File: src/rtl/tdm_pkg.sv
// Shared definitions for the TDM channel mux/demux pair: channel count, slot width,
// alignment FSM encoding and the slot-to-channel decode.
package tdm_pkg;

  localparam int NUM_CH = 4;
  localparam int SLOT_W = 2;

  typedef logic [SLOT_W-1:0] slot_t;

  typedef enum logic {
    HUNT   = 1'b0,
    LOCKED = 1'b1
  } state_t;

  // One-hot channel select for a slot number
  function automatic logic [NUM_CH-1:0] ch_onehot(input slot_t s);
    logic [NUM_CH-1:0] one_v;
    one_v = {{(NUM_CH-1){1'b0}}, 1'b1};
    return one_v << s;
  endfunction

endpackage

File: src/rtl/tdm_demux_1to4_if.sv
// Bundle of the TDM receive stream and the four demultiplexed channel outputs.
// master drives the link side, slave is the demultiplexer.
interface tdm_demux_1to4_if #(
  parameter int W = 8
);

  logic [W-1:0] din;
  logic         din_valid;
  logic         frame_sync;
  logic [W-1:0] out0;
  logic [W-1:0] out1;
  logic [W-1:0] out2;
  logic [W-1:0] out3;
  logic [3:0]   out_valid;
  logic         frame_done;
  logic         locked;
  logic         sync_err;

  modport master (
    output din, din_valid, frame_sync,
    input  out0, out1, out2, out3, out_valid, frame_done, locked, sync_err
  );

  modport slave (
    input  din, din_valid, frame_sync,
    output out0, out1, out2, out3, out_valid, frame_done, locked, sync_err
  );

endinterface

File: src/rtl/tdm_slot_counter.sv
// Wrapping 2-bit TDM slot counter, shared by the transmit sequencer and receive demux.
// Priority: clr, then load1, then inc.
module tdm_slot_counter
  import tdm_pkg::*;
(
  input  logic  clk,
  input  logic  rst,
  input  logic  clr,
  input  logic  load1,
  input  logic  inc,
  output slot_t slot,
  output logic  is_last
);

  slot_t slot_r;

  // Slot register; 3 -> 0 wrap comes from the natural 2-bit rollover
  always_ff @(posedge clk) begin
    if (rst) begin
      slot_r <= 2'd0;
    end else if (clr) begin
      slot_r <= 2'd0;
    end else if (load1) begin
      slot_r <= 2'd1;
    end else if (inc) begin
      slot_r <= slot_r + 2'd1;
    end else begin
      slot_r <= slot_r;
    end
  end

  assign slot    = slot_r;
  assign is_last = (slot_r == 2'd3);

endmodule

File: src/rtl/tdm_demux_1to4.sv
// 1:4 TDM demultiplexer: steers each slot word to a registered channel output and
// tracks frame alignment with a HUNT/LOCKED FSM, flagging sync faults.
module tdm_demux_1to4
  import tdm_pkg::*;
#(
  parameter int W           = 8,
  parameter bit STRICT_SYNC = 1'b1
) (
  input logic             clk,
  input logic             rst,
  tdm_demux_1to4_if.slave bus
);

  state_t              state_r;
  state_t              next_state_s;
  slot_t               slot_s;
  logic                is_last_s;
  logic                clr_s;
  logic                load1_s;
  logic                inc_s;
  logic                wr_en_s;
  slot_t               wr_ch_s;
  logic [NUM_CH-1:0]   wr_onehot_s;
  logic                err_s;
  logic                done_s;
  logic [W-1:0]        out_r [NUM_CH];
  logic [NUM_CH-1:0]   out_valid_r;
  logic                frame_done_r;
  logic                sync_err_r;

  tdm_slot_counter u_slot (
    .clk     (clk),
    .rst     (rst),
    .clr     (clr_s),
    .load1   (load1_s),
    .inc     (inc_s),
    .slot    (slot_s),
    .is_last (is_last_s)
  );

  // Alignment FSM state register
  always_ff @(posedge clk) begin
    if (rst) begin
      state_r <= HUNT;
    end else begin
      state_r <= next_state_s;
    end
  end

  // Next-state, slot control and write decode; a sync word always lands in channel 0
  always_comb begin
    next_state_s = state_r;
    clr_s        = 1'b0;
    load1_s      = 1'b0;
    inc_s        = 1'b0;
    wr_en_s      = 1'b0;
    wr_ch_s      = slot_s;
    err_s        = 1'b0;
    done_s       = 1'b0;
    case (state_r)
      HUNT: begin
        if (bus.din_valid && bus.frame_sync) begin
          wr_en_s      = 1'b1;
          wr_ch_s      = 2'd0;
          load1_s      = 1'b1;
          next_state_s = LOCKED;
        end else begin
          next_state_s = HUNT;
        end
      end
      LOCKED: begin
        if (!bus.din_valid) begin
          next_state_s = LOCKED;
        end else if (bus.frame_sync) begin
          // Early sync abandons the partial frame and realigns on this word
          wr_en_s = 1'b1;
          wr_ch_s = 2'd0;
          load1_s = 1'b1;
          err_s   = (slot_s != 2'd0);
        end else if (slot_s == 2'd0) begin
          if (STRICT_SYNC == 1'b1) begin
            err_s        = 1'b1;
            clr_s        = 1'b1;
            next_state_s = HUNT;
          end else begin
            wr_en_s = 1'b1;
            inc_s   = 1'b1;
          end
        end else begin
          wr_en_s = 1'b1;
          inc_s   = 1'b1;
          done_s  = is_last_s;
        end
      end
      default: begin
        next_state_s = HUNT;
        clr_s        = 1'b1;
      end
    endcase
  end

  assign wr_onehot_s = wr_en_s ? ch_onehot(wr_ch_s) : {NUM_CH{1'b0}};

  // Channel holding registers; unwritten channels keep stale data
  always_ff @(posedge clk) begin
    if (rst) begin
      for (int k = 0; k < NUM_CH; k++) begin
        out_r[k] <= {W{1'b0}};
      end
    end else begin
      for (int k = 0; k < NUM_CH; k++) begin
        if (wr_onehot_s[k]) begin
          out_r[k] <= bus.din;
        end else begin
          out_r[k] <= out_r[k];
        end
      end
    end
  end

  // One-cycle strobe and pulse registers
  always_ff @(posedge clk) begin
    if (rst) begin
      out_valid_r  <= {NUM_CH{1'b0}};
      frame_done_r <= 1'b0;
      sync_err_r   <= 1'b0;
    end else begin
      out_valid_r  <= wr_onehot_s;
      frame_done_r <= done_s;
      sync_err_r   <= err_s;
    end
  end

  assign bus.out0       = out_r[0];
  assign bus.out1       = out_r[1];
  assign bus.out2       = out_r[2];
  assign bus.out3       = out_r[3];
  assign bus.out_valid  = out_valid_r;
  assign bus.frame_done = frame_done_r;
  assign bus.sync_err   = sync_err_r;
  assign bus.locked     = (state_r == LOCKED);

endmodule

File: src/flat_wrapper.sv
// flat-port wrapper written by rule: the top's interface ports become plain ports
module tdm_demux_1to4_flat import tdm_pkg::*;
#(
  parameter int W           = 8,
  parameter bit STRICT_SYNC = 1'b1
)
  (clk, rst, bus_din, bus_din_valid, bus_frame_sync, bus_out0, bus_out1, bus_out2, bus_out3, bus_out_valid, bus_frame_done, bus_locked, bus_sync_err);
  tdm_demux_1to4_if #(.W(W)) bus_i ();
  input logic clk;
  input logic rst;
  input wire logic [$bits(bus_i.din)-1:0] bus_din;
  input wire logic [$bits(bus_i.din_valid)-1:0] bus_din_valid;
  input wire logic [$bits(bus_i.frame_sync)-1:0] bus_frame_sync;
  output wire logic [$bits(bus_i.out0)-1:0] bus_out0;
  output wire logic [$bits(bus_i.out1)-1:0] bus_out1;
  output wire logic [$bits(bus_i.out2)-1:0] bus_out2;
  output wire logic [$bits(bus_i.out3)-1:0] bus_out3;
  output wire logic [$bits(bus_i.out_valid)-1:0] bus_out_valid;
  output wire logic [$bits(bus_i.frame_done)-1:0] bus_frame_done;
  output wire logic [$bits(bus_i.locked)-1:0] bus_locked;
  output wire logic [$bits(bus_i.sync_err)-1:0] bus_sync_err;
  assign bus_i.din = bus_din;
  assign bus_i.din_valid = bus_din_valid;
  assign bus_i.frame_sync = bus_frame_sync;
  assign bus_out0 = bus_i.out0;
  assign bus_out1 = bus_i.out1;
  assign bus_out2 = bus_i.out2;
  assign bus_out3 = bus_i.out3;
  assign bus_out_valid = bus_i.out_valid;
  assign bus_frame_done = bus_i.frame_done;
  assign bus_locked = bus_i.locked;
  assign bus_sync_err = bus_i.sync_err;
  tdm_demux_1to4 #(.W(W), .STRICT_SYNC(STRICT_SYNC)) u_core (.clk(clk), .rst(rst), .bus(bus_i));
endmodule
File: config.mk
export PLATFORM = sky130hd
export DESIGN_NAME = tdm_demux_1to4_flat
export DESIGN_NICKNAME = d
export VERILOG_FILES = /design/src/rtl/tdm_pkg.sv /design/src/rtl/tdm_demux_1to4_if.sv /design/src/rtl/tdm_slot_counter.sv /design/src/rtl/tdm_demux_1to4.sv /design/src/flat_wrapper.sv
export SDC_FILE = /design/constraint.sdc
export NUM_CORES = 1
export LEC_CHECK = 0
export CAP_MARGIN = 20
export CORE_ASPECT_RATIO = 0.5
export CORE_UTILIZATION = 45
export DETAILED_ROUTE_END_ITERATION = 16
export PLACE_DENSITY = 0.77
export SLEW_MARGIN = 20
export SYNTH_ARGS = -nofsm -noshare
export SYNTH_HDL_FRONTEND = slang
export SYNTH_SLANG_ARGS = --single-unit
File: constraint.sdc
create_clock -name clk -period 2.78 [get_ports clk]
set_input_delay 0.278 -clock clk [delete_from_list [all_inputs] [get_ports clk]]
set_output_delay 0.278 -clock clk [all_outputs]
set_load 0.01 [all_outputs]
==> impl_results.md, run 1 <==
* Syn Nets at ~140
* Nets at 189
* Worst setup EP type: flop
* Critical Path RT at 2.73 ns
* Main area contributors after synthesis: edfxtp_1 57%, dfxtp_1 11%, nor2b_1 10%, ha_1 3.0%, and2b_2 2.1%
* Fmax achieved at ~0.47 GHz
* Setup WS post-layout at 0.656 ns
* Clock slew at reported path FFs at approximately 0.080 ns
* N_diodes at 0
* Clock Latency Late Sink at around 0.28 ns
* # hold bufs at CTS at 0
* Final Hold Viols at 0
* Arr. time, crit path at approximately 2.1 ns
* GRT busiest layer: met2
* Clock Sinks at roughly 40
* GP Congestion at approximately 0.87
* Min-delay worst type: reg2reg
* Drt first-iter violations at 41
* Peak supply drop at 0.318 mV
* Remaining global-route overflow at 0
* Clock power frac at roughly a third
* # Post-CTS Setup Buffers at 0
* Hpwl dp at approximately 2.1 mm
* Leakage Power at approximately 0.87 nW
* Post-Synthesis Cells at around 120
* Status: complete, no violations
* Clk_skew at approximately 0.0028 ns
* Seq/Total Area, Yosys at 67.6%
* Drt total wl at 2.82 mm
* Cell Area, Placed at between 2000 and 2500 sq um
* 1st-pass router iterations at 4
* Internal at between 1 and 1.5 mW
* Met3 Use GR at between 4 and 5%
* CTS tree: built
* Overall routing resource usage at about 15%
* Number of CTS-inserted buffers at 5
* Largest net degree at the start of global routing at 20
* Comb pwr share at around an eighth
* Layout cells sized above 1 at between 10% and 20%
* Syn Area/Cell at 14.2 sq um
* Post-synthesis adder-cell area fraction at between 2 and 3%
* Mux contribution to synthesized area at 0%
* Final Setup Violations at 0
* Rel. slew slack at between 50 and 60%
* Clk buf depth at 2
* Synth Area in XOR/XNOR at 0%
* First-pass GRT wire length at ~4.3 mm
* I/O Buffers at 50
* Root buffer cell: clkbuf_8
* Post-synth top area share at around 57%
* Rows at 15
* Max_cap viols at 0
* Fill count at approximately 260
* RSZ-0062 raised after global routing: no
* Ys Warns at 0
* Initial Util at approximately half
* #FFs+latches synth at 41
* Sw Share at a little over a fifth
* Sequential fraction of design power at a little over half
* Worst slew pin tran at between 0.6 and 0.7 ns
* # H-tree levels at 2
* Synth Area in Simple Gates at a little over a fifth
* Met2 global-route usage at about a quarter
* Setup_tns at 0 ns
* Pins Over Slew Limit at 0
* Drt wl/cell at 12.6 um
* Tot Pwr at between 1 and 1.5 mW
* Worst Setup Path Type: reg2reg
* Final ANT Viol Nets at 0
* Largest family of logic cells by synthesized area: simple AND/OR/NAND/NOR gates
* GR Layer Usage met1 at a little under a fifth
* Pre-CTS WS at around 0.40 ns
* Die Width at around 89 um
* Area of the core at 3510 sq um
* Initial antenna violation count at 0
* Vias/cell at about 4.7
* Vias in the first global route at ~970
* Area Overhead vs Synth at 38.3%
* # DRC at 0
* Netlist cell types at 30
* Crit-path max FO at 8
* Die area at 4010 sq um
* Dominant cell type by area after synthesis: edfxtp_1
* DR vias at approximately 1100
* Min Clock Period, post-route at between 2 and 2.5 ns
* I/O Pins at slightly above 50
* Die Ht at approximately 45 um
* Final Cell Area at ~2300 sq um
* CTS resizes at 0
* Worst Setup Start Kind: flop
* PD cells at 569 nW/um^2
* Post-Syn Area at 1690 sq um
* Compound-Gate Fraction of Synth Area at under 10%
* P_sw at 0.279 mW
* Final period util at 76.4%
[power by group through the flow]
stage | Sequential (mW) | Combinational (mW) | Clock (mW)
finish | 0.710 | 0.156 | 0.462
global route | 0.714 | 0.168 | 0.494
CTS | 0.711 | 0.158 | 0.472
detailed placement | 0.725 | 0.157 | 0
global placement | 0.724 | 0.154 | 0
floorplan | 0.739 | 0.0536 | 0
[placed cells by master, fill, tap and decap left out, types with 2 or more instances in the layout]
cell,count
clkdlybuf4s50_1,50
a21oi_1,2
clkbuf_8,5
nor2b_1,28
nor2_1,6
edfxtp_1,32
nand2b_1,3
nand3_1,2
nor3_1,2
and2b_2,4
inv_1,4
dfxtp_1,9
ha_1,4
buf_4,3
nand2_1,2
and2b_1,2
[sequential cells by signal, indices dropped and copies added (netlist names)]
name,flops
u_core.bus.out_valid,4
u_core.u_slot.slot,2
u_core.bus.frame_done,1
u_core.out_r,32
u_core.bus.locked,1
u_core.bus.sync_err,1
[area by class of cell]
| cell class | count | area, sq um | area share [%] |
|---|---|---|---|
| Sequential cell | 41 | 1140 | 48.9 |
| Clock inverter | 3 | 41.3 | 1.77 |
| Clock buffer | 5 | 68.8 | 2.95 |
| Multi-Input combinational cell | 68 | 482 | 20.6 |
| Timing Repair Buffer | 53 | 523 | 22.4 |
| Inverter | 4 | 15.0 | 0.643 |
| Tap cell | 51 | 63.8 | 2.73 |
[final timing paths]
check                         from                      end  slack (ns)  cells past startpoint
max reg2reg  u_core.u_slot.slot[0]      u_core.out_r[0][31]        0.66                      6
min          u_core.u_slot.slot[0]  u_core.bus.out_valid[1]        0.57                      2
max          u_core.u_slot.slot[0]      u_core.out_r[0][31]        0.66                      6
min reg2reg  u_core.u_slot.slot[0]  u_core.bus.out_valid[1]        0.57                      2
[per-stage QoR]
step | utilization (%) | hold WS, ns | instances
floorplan | - | 0.420 | 119
global placement | 63.4 | 0.551 | 217
detailed placement | 63.4 | 0.566 | 217
CTS | 66.5 | 0.578 | 225
global route | 66.5 | 0.606 | 225
finish | 66.5 | 0.572 | 225
[cells by family (layout without fill, tap and decap cells)]
logic type      after synthesis  count (layout)
flops                        41              41
simple gates                 55              55
buf+inv                      10              65
compound gates                9               9
fa+ha+maj                     4               4
[per-layer routing]
metal  wire (um)  vias to the layer above
li1            -                      522
met1        1320                      502
met2        1330                       28
met3         139                        4
met4          29                        0
met5           0                        -
[cells in the mapped netlist]
master / instances
a211oi_2: 1
a21o_2: 1
a21oi_1: 2
a31o_2: 1
a31oi_1: 1
a41o_2: 1
and2b_1: 2
and2b_2: 4
and4_2: 1
and4b_1: 1
and4bb_2: 1
buf_4: 1
buf_6: 3
clkbuf_1: 1
clkbuf_2: 1
dfxtp_1: 9
edfxtp_1: 32
ha_1: 4
inv_1: 4
nand2_1: 2
nand2_4: 1
nand2b_1: 3
nand3_1: 2
nor2_1: 6
nor2b_1: 28
nor3_1: 2
nor3b_1: 1
o211ai_1: 1
o21bai_1: 1
or4b_4: 1
[worst max-delay path, stage by stage (launching register included)]
cell and delay [ns]:
dfxtp_1 0.45, inv_1 0.09, ha_1 0.25, ha_1 0.24
and4bb_2 0.33, nand3_1 0.11, nand2b_1 0.32
Note: power is estimated with default switching activity, not from simulation.
==> inputs of run 2 (changes only) <==
--- a/config.mk
+++ b/config.mk
@@ -7,9 +7,9 @@
 export LEC_CHECK = 0
 export CAP_MARGIN = 20
 export CORE_ASPECT_RATIO = 0.5
-export CORE_UTILIZATION = 45
+export CORE_UTILIZATION = 41
 export DETAILED_ROUTE_END_ITERATION = 16
-export PLACE_DENSITY = 0.77
+export PLACE_DENSITY = 0.74
 export SLEW_MARGIN = 20
 export SYNTH_ARGS = -nofsm -noshare
 export SYNTH_HDL_FRONTEND = slang
==> constraint.sdc (replaced) <==
create_clock -name clk -period 1.8 [get_ports clk]
set_input_delay 0.18 -clock clk [delete_from_list [all_inputs] [get_ports clk]]
set_output_delay 0.18 -clock clk [all_outputs]
set_load 0.01 [all_outputs]
==> run 2 against run 1 <==
  * Wire length rose by 11%
  * Non-clock buffer count rose by 9
  * Via count rose by 2.7%
  * Combinational power rose by 86%
  * Count of clock-buffer cells in the layout did not move
  * Power rose by 58%
  * Maximum frequency rose by 21%
  * Core utilization fell by 2.7 points
  * Worst setup slack got worse by 0.60 ns
  * Clock skew rose by 0.0068 ns
  * Critical endpoint is now u_core.out_r[0][11]
==> impl_results.md, run 2 (synthesized netlist as in run 1, its figures left out) <==
* Remaining global-route overflow at 0 (unchanged)
* Crit Reg-Reg Endpoint: u_core.out_r[0][11]
* Die area at 4390 sq um (+9.4%)
* Critical Path RT at 1.77 ns (-0.96 ns)
* # DRC at 0 (unchanged)
* Hold EP: u_core.out_r[0][22]
* Commonest cells after routing, fill and taps aside: 50 x clkdlybuf4s50_1, 32 x edfxtp_1, 28 x nor2b_1
* Worst reg-to-reg setup slack at 0.05 ns (-0.60 ns)
* # H-tree levels at 2 (unchanged)
* Final Hold Viols at 0 (unchanged)
* Clock slew at reported path FFs at 0.08 ns (about the same)
* Final Cell Area at 2500 sq um (+7.2%)
* DR vias at 1084 (+2.7%)
* Hold slack at 0.612 ns (+0.0396 ns)
* Rel. slew slack at 80.5% (+23 points)
* Area Overhead vs Synth at 48.3%
* Cell Count Post-Placement at 227 (+4.6%)
* Vias in the first global route at 1014 (+4.2%)
* Largest net degree at the start of global routing at 37 (+85%)
* Pins Over Slew Limit at 0 (unchanged)
* Worst setup EP type: flop
* Comb pwr share at 13.8% (+2.0 points)
* Worst Setup Start Kind: flop
* GP Congestion at 0.799 (-8.4%)
* Fill count at 322 (+25%)
* Final ANT Viol Nets at 0 (unchanged)
* N_diodes at 0 (unchanged)
* Sw Share at 21.5% (+0.43 points)
* Final core occ at 63.8% (-2.7 points)
* Setup_tns at 0 ns (unchanged)
* First-pass GRT wire length at 4.76 mm (+10%)
* Final period util at 97.1% (+21 points)
* Vias/cell at 4.57 (-2.5%)
* Arr. time, crit path at 1.71 ns (-0.37 ns)
* Nets at 198 (+4.8%)
* Drt total wl at 3.13 mm (+11%)
* Internal at 1.65 mW (+57%)
* Die Width at 92.7 um (+4.7%)
* Crit-path max FO at 8 (unchanged)
* P_sw at 0.451 mW (+61%)
* Min Clock Period, post-route at 1.75 ns (-0.376 ns)
* Status: complete, no violations
* 1st-pass router iterations at 3 (-1)
* Rows at 16 (+1)
* Clock power frac at 34.4% (-0.4 points)
* Hpwl dp at 2.31 mm (+11%)
* Number of CTS-inserted buffers at 5 (unchanged)
* Min-delay worst type: in2reg
* Leakage Power at 0.946 nW (+9.3%)
* I/O Buffers at 50 (unchanged)
* Initial Util at 43.0% (-5.1 points)
* Clk_skew at 0.00958 ns (+0.00681 ns)
* Drt wl/cell at 13.2 um (+5.2%)
* Cell Area, Placed at 2370 sq um (+6.5%)
* Tot Pwr at 2.10 mW (+58%)
* Clock Sinks at 41 (unchanged)
* Die Ht at 47.4 um (+4.6%)
* # hold bufs at CTS at 0 (unchanged)
* CTS tree: built
* Worst Setup Path Type: reg2reg
* Sequential fraction of design power at 51.8% (-1.6 points)
* R2R cell count at 6 (unchanged)
* Reg2reg start: u_core.u_slot.slot[0]
* Final cell count without fillers at 237 (+5.3%)
* Layout cells sized above 1 at 23.0% (+10 points)
* Setup WS post-layout at 0.0519 ns (-0.604 ns)
* Hold Path Depth at 2 (unchanged)
* Area of the core at 3920 sq um (+12%)
* Max FFs per register at 32 (unchanged)
* Final Setup Violations at 0 (unchanged)
* PD cells at 840 nW/um^2 (+48%)
* Clk buf depth at 2 (unchanged)
* Pre-CTS WS at -0.173 ns (-0.570 ns)
* Fmax achieved at 0.572 GHz (+21%)
* I/O Pins at 51 (unchanged)
* Drt first-iter violations at 48 (+17%)
* Commonest non-fill, non-tap cell in the layout: clkdlybuf4s50_1
* Peak supply drop at 0.412 mV (+30%)
* Biggest register: u_core.out_r
* Initial antenna violation count at 0 (unchanged)
* Root buffer cell: clkbuf_8
* Worst slew pin tran at 0.291 ns (-0.341 ns)
* RSZ-0062 raised after global routing: yes
* Hold Startpoint: bus_din[6]
* Overall routing resource usage at 14.8% (-0.20 points)
* Max_cap viols at 0 (unchanged)
* Clock Latency Late Sink at 0.29 ns (about the same)
## run 2: layer usage
metal	vias up	GRT usage [%]	share of wire [%]	routed length, um
li1	541	-	-	-
met1	519	16.7	41	1290
met2	21	29.5	54	1700
met3	3	3.88	3.8	118
met4	0	3.69	0.48	15
met5	-	0	0	0
## run 2: cell type report
cell class / count / area, sq um / share of cell area [%]
clock buffers: 5 / 68.8 / 2.75
clock inverters: 3 / 41.3 / 1.65
inverters: 4 / 15.0 / 0.600
multi-input cells: 68 / 552 / 22.0
flip-flops and latches: 41 / 1140 / 45.7
well taps: 54 / 67.6 / 2.70
repair buffers: 62 / 616 / 24.6
## run 2: how the worst max path moves through the flow
stage | start | to | slack (ns)
final | u_core.u_slot.slot[0] | u_core.out_r[0][11] | 0.05
after global routing | u_core.u_slot.slot[0] | u_core.out_r[0][12] | -0.03
after CTS | u_core.u_slot.slot[0] | u_core.out_r[0][15] | 0.02
after detailed placement | bus_frame_sync | u_core.out_r[0][14] | -0.17
after global placement | bus_frame_sync | u_core.out_r[0][8] | -0.11
after floorplan | u_core.u_slot.slot[1] | u_core.out_r[0][10] | 0.009
## run 2: worst max-delay path, cell delays in order (launching register included)
cell and delay [ns]:
dfxtp_2 0.33, inv_2 0.05, ha_4 0.17, ha_4 0.15
and4bb_4 0.38, nand2_4 0.07, o21bai_4 0.28
## run 2: timing repair
action,in CTS,in global routing
endpoints found under the setup margin,3,10
pin swaps,1,5
endpoints found under the hold margin,0,0
buffers inserted,0,2
resized for setup,0,3
## run 2: power by group through the flow
stage	Clock (mW)	Sequential, mW	Combinational [mW]
after floorplan	0	1.14	0.0927
after global placement	0	1.11	0.278
after detailed placement	0	1.11	0.287
after CTS	0.735	1.09	0.288
after global routing	0.774	1.10	0.311
final	0.723	1.09	0.290
